File: src/rtl/uart_echo_fifo_pkg.sv
// Shared constants, state encodings and byte helpers for the UART echo buffer.
// Optional uppercase conversion is selected in the top by UART_ECHO_UPPERCASE_EN.
package uart_echo_fifo_pkg;

   localparam int BYTE_W = 8;

   localparam logic [BYTE_W-1:0] ASCII_LO_A = 8'h61;
   localparam logic [BYTE_W-1:0] ASCII_LO_Z = 8'h7A;
   localparam logic [BYTE_W-1:0] CASE_OFS   = 8'h20;

   typedef enum logic {
      I_IDLE,
      I_WAIT
   } ingest_e;

   typedef enum logic [1:0] {
      E_IDLE,
      E_WAIT_BUSY,
      E_WAIT_DONE
   } egress_e;

   function automatic logic [BYTE_W-1:0] to_upper(
      input logic [BYTE_W-1:0] b
   );
      if (b >= ASCII_LO_A && b <= ASCII_LO_Z) begin
         return b - CASE_OFS;
      end
      return b;
   endfunction

endpackage

File: src/rtl/uart_echo_fifo_fifo.sv
// Synchronous FIFO: storage, wrapping pointers and an occupancy count
// one bit wider than the pointers so a full FIFO reads DEPTH.
module uart_echo_fifo_fifo #(
   parameter int W  = 8,
   parameter int AW = 4
) (
   input  logic          clk,
   input  logic          reset,
   input  logic          wr_en,
   input  logic [W-1:0]  wr_data,
   input  logic          rd_en,
   output logic [W-1:0]  rd_data,
   output logic [AW:0]   count,
   output logic          full,
   output logic          empty
);

   localparam int          DEPTH   = 2 ** AW;
   localparam logic [AW:0] DEPTH_C = (AW + 1)'(DEPTH);

   logic [W-1:0]  mem [DEPTH];
   logic [AW-1:0] wr_ptr;
   logic [AW-1:0] rd_ptr;

   assign rd_data = mem[rd_ptr];
   assign full    = (count == DEPTH_C);
   assign empty   = (count == '0);

   // Byte storage; contents need no reset since count gates every read.
   always_ff @(posedge clk) begin
      if (wr_en) begin
         mem[wr_ptr] <= wr_data;
      end
   end

   // Pointer and occupancy bookkeeping; pointers wrap modulo DEPTH.
   always_ff @(posedge clk) begin
      if (reset) begin
         wr_ptr <= '0;
         rd_ptr <= '0;
         count  <= '0;
      end else begin
         if (wr_en) begin
            wr_ptr <= wr_ptr + 1'b1;
         end
         if (rd_en) begin
            rd_ptr <= rd_ptr + 1'b1;
         end
         unique case ({wr_en, rd_en})
            2'b10:   count <= count + 1'b1;
            2'b01:   count <= count - 1'b1;
            default: count <= count;
         endcase
      end
   end

endmodule

File: src/rtl/uart_echo_fifo.sv
// Echo-path byte buffer: acks uart_receive bytes into a FIFO and paces them
// out to uart_transmitter on busy. Define UART_ECHO_UPPERCASE_EN to uppercase a..z.
module uart_echo_fifo
   import uart_echo_fifo_pkg::*;
#(
   parameter int DEPTH_LOG2   = 4,
   parameter int BUSY_TIMEOUT = 15
) (
   input  logic                  clk,
   input  logic                  reset,
   input  logic [BYTE_W-1:0]     rx_data,
   input  logic                  rx_ready,
   output logic                  rx_ack,
   output logic [BYTE_W-1:0]     tx_data,
   output logic                  tx_send,
   input  logic                  tx_busy,
   output logic [DEPTH_LOG2:0]   count,
   output logic                  overflow
);

   localparam int          TW   = $clog2(BUSY_TIMEOUT + 1);
   localparam logic [TW-1:0] TMAX = TW'(BUSY_TIMEOUT);

   ingest_e i_state;
   egress_e e_state;

   logic [TW-1:0]     timer;
   logic [BYTE_W-1:0] rd_data;
   logic [BYTE_W-1:0] tx_next;
   logic              full;
   logic              empty;
   logic              take;
   logic              wr_en;
   logic              pop;

   assign take  = (i_state == I_IDLE) && rx_ready;
   assign wr_en = take && !full;
   assign pop   = (e_state == E_IDLE) && !empty && !tx_busy;

`ifdef UART_ECHO_UPPERCASE_EN
   assign tx_next = to_upper(rd_data);
`else
   assign tx_next = rd_data;
`endif

   uart_echo_fifo_fifo #(
      .W  (BYTE_W),
      .AW (DEPTH_LOG2)
   ) u_fifo (
      .clk     (clk),
      .reset   (reset),
      .wr_en   (wr_en),
      .wr_data (rx_data),
      .rd_en   (pop),
      .rd_data (rd_data),
      .count   (count),
      .full    (full),
      .empty   (empty)
   );

   // Ingest: take one byte per rx_ready assertion, ack it, wait for release.
   always_ff @(posedge clk) begin
      if (reset) begin
         i_state  <= I_IDLE;
         rx_ack   <= 1'b0;
         overflow <= 1'b0;
      end else begin
         rx_ack <= 1'b0;
         unique case (i_state)
            I_IDLE: begin
               if (rx_ready) begin
                  rx_ack  <= 1'b1;
                  i_state <= I_WAIT;
                  if (full) begin
                     overflow <= 1'b1;
                  end
               end
            end
            I_WAIT: begin
               if (!rx_ready) begin
                  i_state <= I_IDLE;
               end
            end
            default: i_state <= I_IDLE;
         endcase
      end
   end

   // Egress: pop to tx_data with a send pulse, then wait out the TX frame.
   always_ff @(posedge clk) begin
      if (reset) begin
         e_state <= E_IDLE;
         tx_send <= 1'b0;
         tx_data <= '0;
         timer   <= '0;
      end else begin
         tx_send <= 1'b0;
         unique case (e_state)
            E_IDLE: begin
               if (pop) begin
                  tx_data <= tx_next;
                  tx_send <= 1'b1;
                  timer   <= '0;
                  e_state <= E_WAIT_BUSY;
               end
            end
            E_WAIT_BUSY: begin
               if (tx_busy) begin
                  e_state <= E_WAIT_DONE;
               end else if (timer == TMAX) begin
                  e_state <= E_IDLE;
               end else begin
                  timer <= timer + 1'b1;
               end
            end
            E_WAIT_DONE: begin
               if (!tx_busy) begin
                  e_state <= E_IDLE;
               end
            end
            default: e_state <= E_IDLE;
         endcase
      end
   end

endmodule

File: config.mk
export PLATFORM = sky130hd
export DESIGN_NAME = uart_echo_fifo
export DESIGN_NICKNAME = d
export VERILOG_FILES = /design/src/rtl/uart_echo_fifo_pkg.sv /design/src/rtl/uart_echo_fifo_fifo.sv /design/src/rtl/uart_echo_fifo.sv
export SDC_FILE = /design/constraint.sdc
export NUM_CORES = 1
export LEC_CHECK = 0
export BUFFER_PORTS_ARGS = -buffer_cell sky130_fd_sc_hd__clkbuf_2
export CAP_MARGIN = 0
export CORE_UTILIZATION = 47
export DETAILED_ROUTE_END_ITERATION = 7
export GPL_TIMING_DRIVEN = 0
export PLACE_DENSITY_LB_ADDON = 0.15
export SYNTH_ARGS = -nofsm -noshare
export SYNTH_HDL_FRONTEND = slang
export SYNTH_SLANG_ARGS = --single-unit
File: constraint.sdc
create_clock -name clk -period 2.7 [get_ports clk]
set_input_delay 0.405 -clock clk [delete_from_list [all_inputs] [get_ports clk]]
set_output_delay 0.405 -clock clk [all_outputs]
set_load 0.01 [all_outputs]
==> results.json <==
{
  "status": "finished, final reports clean",
  "row_count": 42,
  "cts_tree": "done",
  "start_kind": "register",
  "cp_cell_sequence": "nor3_4, a21boi_1, clkbuf_4, ha_4, xor2_1, ha_1, a21oi_2, nand4b_1, a31oi_1, mux2_1",
  "yosys.area_share.simple_pct": 7.54,
  "finalCritPeriodShare_pct": 95.7,
  "slew_headroom_pct": 39.9,
  "io_pins": 28,
  "fin_crit_ns": 2.58,
  "ant_nets": 0,
  "syn_avg_cell_area_um2": 15.3,
  "drt_iter0_drc": 203,
  "htreeDepth": 4,
  "grt_max_degree": 17,
  "setup_viol": 0,
  "p_leak_nw": 2.44,
  "diodes": 0,
  "cap_violations": 0,
  "final_common_cell": "edfxtp_1",
  "numCtsBuffers": 17,
  "grt_pass1_vias": 3564,
  "drt_wl_total_mm": 13.0,
  "hold_violations": 0,
  "setup_tns_ns": 0,
  "postPlaceCellArea_um2": 6800,
  "grt.total_usage_pct": 20.0,
  "fp.dieArea_um2": 14100,
  "drive_gt1_share_pct": 20.1,
  "ctsHoldBuffers": 0,
  "slowest_stage": "dfxtp_1",
  "ys_warn_count": 0,
  "drcViolationCount": 0,
  "synth_cells": 420,
  "powerDensity_nw_per_um2": 916,
  "drt_pass1_iterations": 4,
  "dp_hpwl_mm": 8.72,
  "hold_class": "input pin to register",
  "worstMarginPinSlew_ns": 0.898,
  "synthesis.nets": 441,
  "rsz0062_at_grt": "true",
  "synth_compound_area_share_pct": 6.27,
  "synth_xor_area_share_pct": 1.50,
  "start_util_pct": 48.3,
  "core_area_um2": 13300,
  "instances_no_fill": 654,
  "synth_cell_types": 46,
  "yosys_most_used_dff": "edfxtp_1",
  "layout.cells.most_common_list": "128 x edfxtp_1, 45 x mux2i_1, 42 x nor2_1, 31 x dfxtp_1, 26 x clkbuf_2",
  "synthAdderAreaFrac_pct": 1.75,
  "setup.worst_path.class": "register to register",
  "place_ws_ns": -0.441,
  "syn_area_um2": 6430,
  "irDropWorstVdd_v": 0.000462,
  "clk_pin_slew_ns": 0.06,
  "grt-ovfl-total": 0,
  "place_congestion": 0.814,
  "seq_area_frac_synth_pct": 69.5,
  "root_buffer": "clkbuf_16",
  "clock_skew_ns": 0.00715,
  "cts_max_path_buffers": 2,
  "portBuffers": 26,
  "synth_seq_cells": 159,
  "vias_per_cell": 5.52,
  "dp_cells": 622,
  "crit_family": "compound AO/OA/AOI/OAI gates",
  "antenna_found_initial": 0,
  "muxShareOfSynthArea_pct": 11.2,
  "vias": 3608,
  "fmax_ghz": 0.387,
  "worstSkewPairLatency_ns": 0.41,
  "synth_edf_count": 128,
  "nets": 487,
  "wl_per_cell_um": 19.9,
  "crit_required_ns": 3.00,
  "final_area_um2": 7480,
  "synth_top_family_by_area": "multiplexers",
  "grt_pass1_wl_mm": 20.3,
  "maxSlewViolCount": 0,
  "crit_path_end_kind": "register",
  "worst-path-buf-inv": 1,
  "syn_to_final_growth_pct": 16.4,
  "setup_ws_ns": 0.116,
  "crit_arrival_ns": 2.88,
  "die_w_um": 119,
  "max_stage_delay_ns": 0.40,
  "chipHeight_um": 119,
  "cts.sinks": 159,
  "async_flop_share_pct": 0,
  "crit_fanout": 11
}
==> area by class of cell <==
cell class | count | area, µm²
Buffer | 25 | 129
Clock buffer | 17 | 425
Clock inverter | 14 | 191
Fill cell | 1031 | 5810
Inverter | 6 | 22.5
Multi-Input combinational cell | 229 | 1880
Sequential cell | 159 | 4460
Tap cell | 176 | 220
Timing Repair Buffer | 28 | 145
==> timing repair <==
item / 4_1_cts / 5_1_grt
pin swaps: 1 / 2
endpoints found under the setup margin: 10 / 9
setup buffers: 1 / 1
gates resized for setup: 7 / 5
==> stage by stage <==
step	total power [mW]	hold WS [ns]	util (%)
detailed placement	4.34	0.474	51.1
CTS	6.87	0.222	56.1
global placement	4.33	0.462	51.1
floorplan	3.90	0.477	-
finish	6.85	0.235	56.3
global route	7.13	0.250	56.3
==> layer usage <==
metal	vias up	track usage, %	share of wire [%]
li1	1710	-	-
met1	1816	26.4	46
met2	67	32.0	49
met3	15	4.69	2.9
met4	0	8.15	2.3
met5	-	0	0
==> synthesized netlist by cell type (4+ instances only) <==
cell	instances	area, µm²
a22oi_1	5	37.5
dfxtp_1	31	621
a311oi_1	9	78.8
o22ai_1	22	138
nand3b_1	4	30.0
xnor2_1	5	43.8
ha_1	9	113
mux2i_1	45	450
buf_2	8	40.0
xor2_1	6	52.6
nand2b_1	4	25.0
mux4_2	11	248
nor3_1	10	50.1
inv_1	6	22.5
nor2b_1	7	43.8
nor2_1	42	158
a21oi_1	6	30.0
edfxtp_1	128	3840
nand2_1	9	33.8
clkbuf_1	12	45.0
==> sequential cells by signal, indices dropped and copies added (netlist names) <==
| register | flops |
|---|---|
| tx_data | 8 |
| u_fifo.rd_ptr | 4 |
| timer | 4 |
| e_state | 2 |
| u_fifo.mem | 128 |
| u_fifo.wr_ptr | 4 |
| tx_send | 1 |
| u_fifo.count | 5 |
| rx_ack | 1 |
| overflow | 1 |
| i_state | 1 |
==> worst register-to-register path: stages (launching register included) <==
cell and delay (ns):
dfxtp_1 0.40, nor3_4 0.25, a21boi_1 0.21, clkbuf_4 0.26
ha_4 0.21, xor2_1 0.16, ha_1 0.18, a21oi_2 0.05
nand4b_1 0.18, a31oi_1 0.23, mux2_1 0.34
==> power by group <==
| part | switching [mW] | total (mW) | leakage [nW] | internal [mW] |
|---|---|---|---|---|
| combinational | 0.843 | 1.47 | 0.740 | 0.623 |
| clock | 0.930 | 2.47 | 0.292 | 1.54 |
| sequential | 0.113 | 2.91 | 1.41 | 2.80 |
==> logic make-up (layout without fill, tap and decap cells) <==
family                     count (synthesis)  count (layout)
xor gates and xnor gates                  11              11
AOI/OAI and AO/OA                         56              56
and+or+nand+nor                           95              95
DFF                                      159             159
buffers and inverters                     32              90
adders and majority gates                  9               9
muxes                                     58              58
==> worst paths after layout <==
kind | startpoint | to | slack (ns) | cells after the start
setup reg to reg | e_state[0] | u_fifo.count[4] | 0.12 | 10
hold / removal | rx_ready | i_state | 0.24 | 2
setup / recovery | e_state[0] | u_fifo.count[4] | 0.12 | 10
hold reg to reg | overflow | overflow | 0.48 | 2
Power figures use the tool's default switching activity.
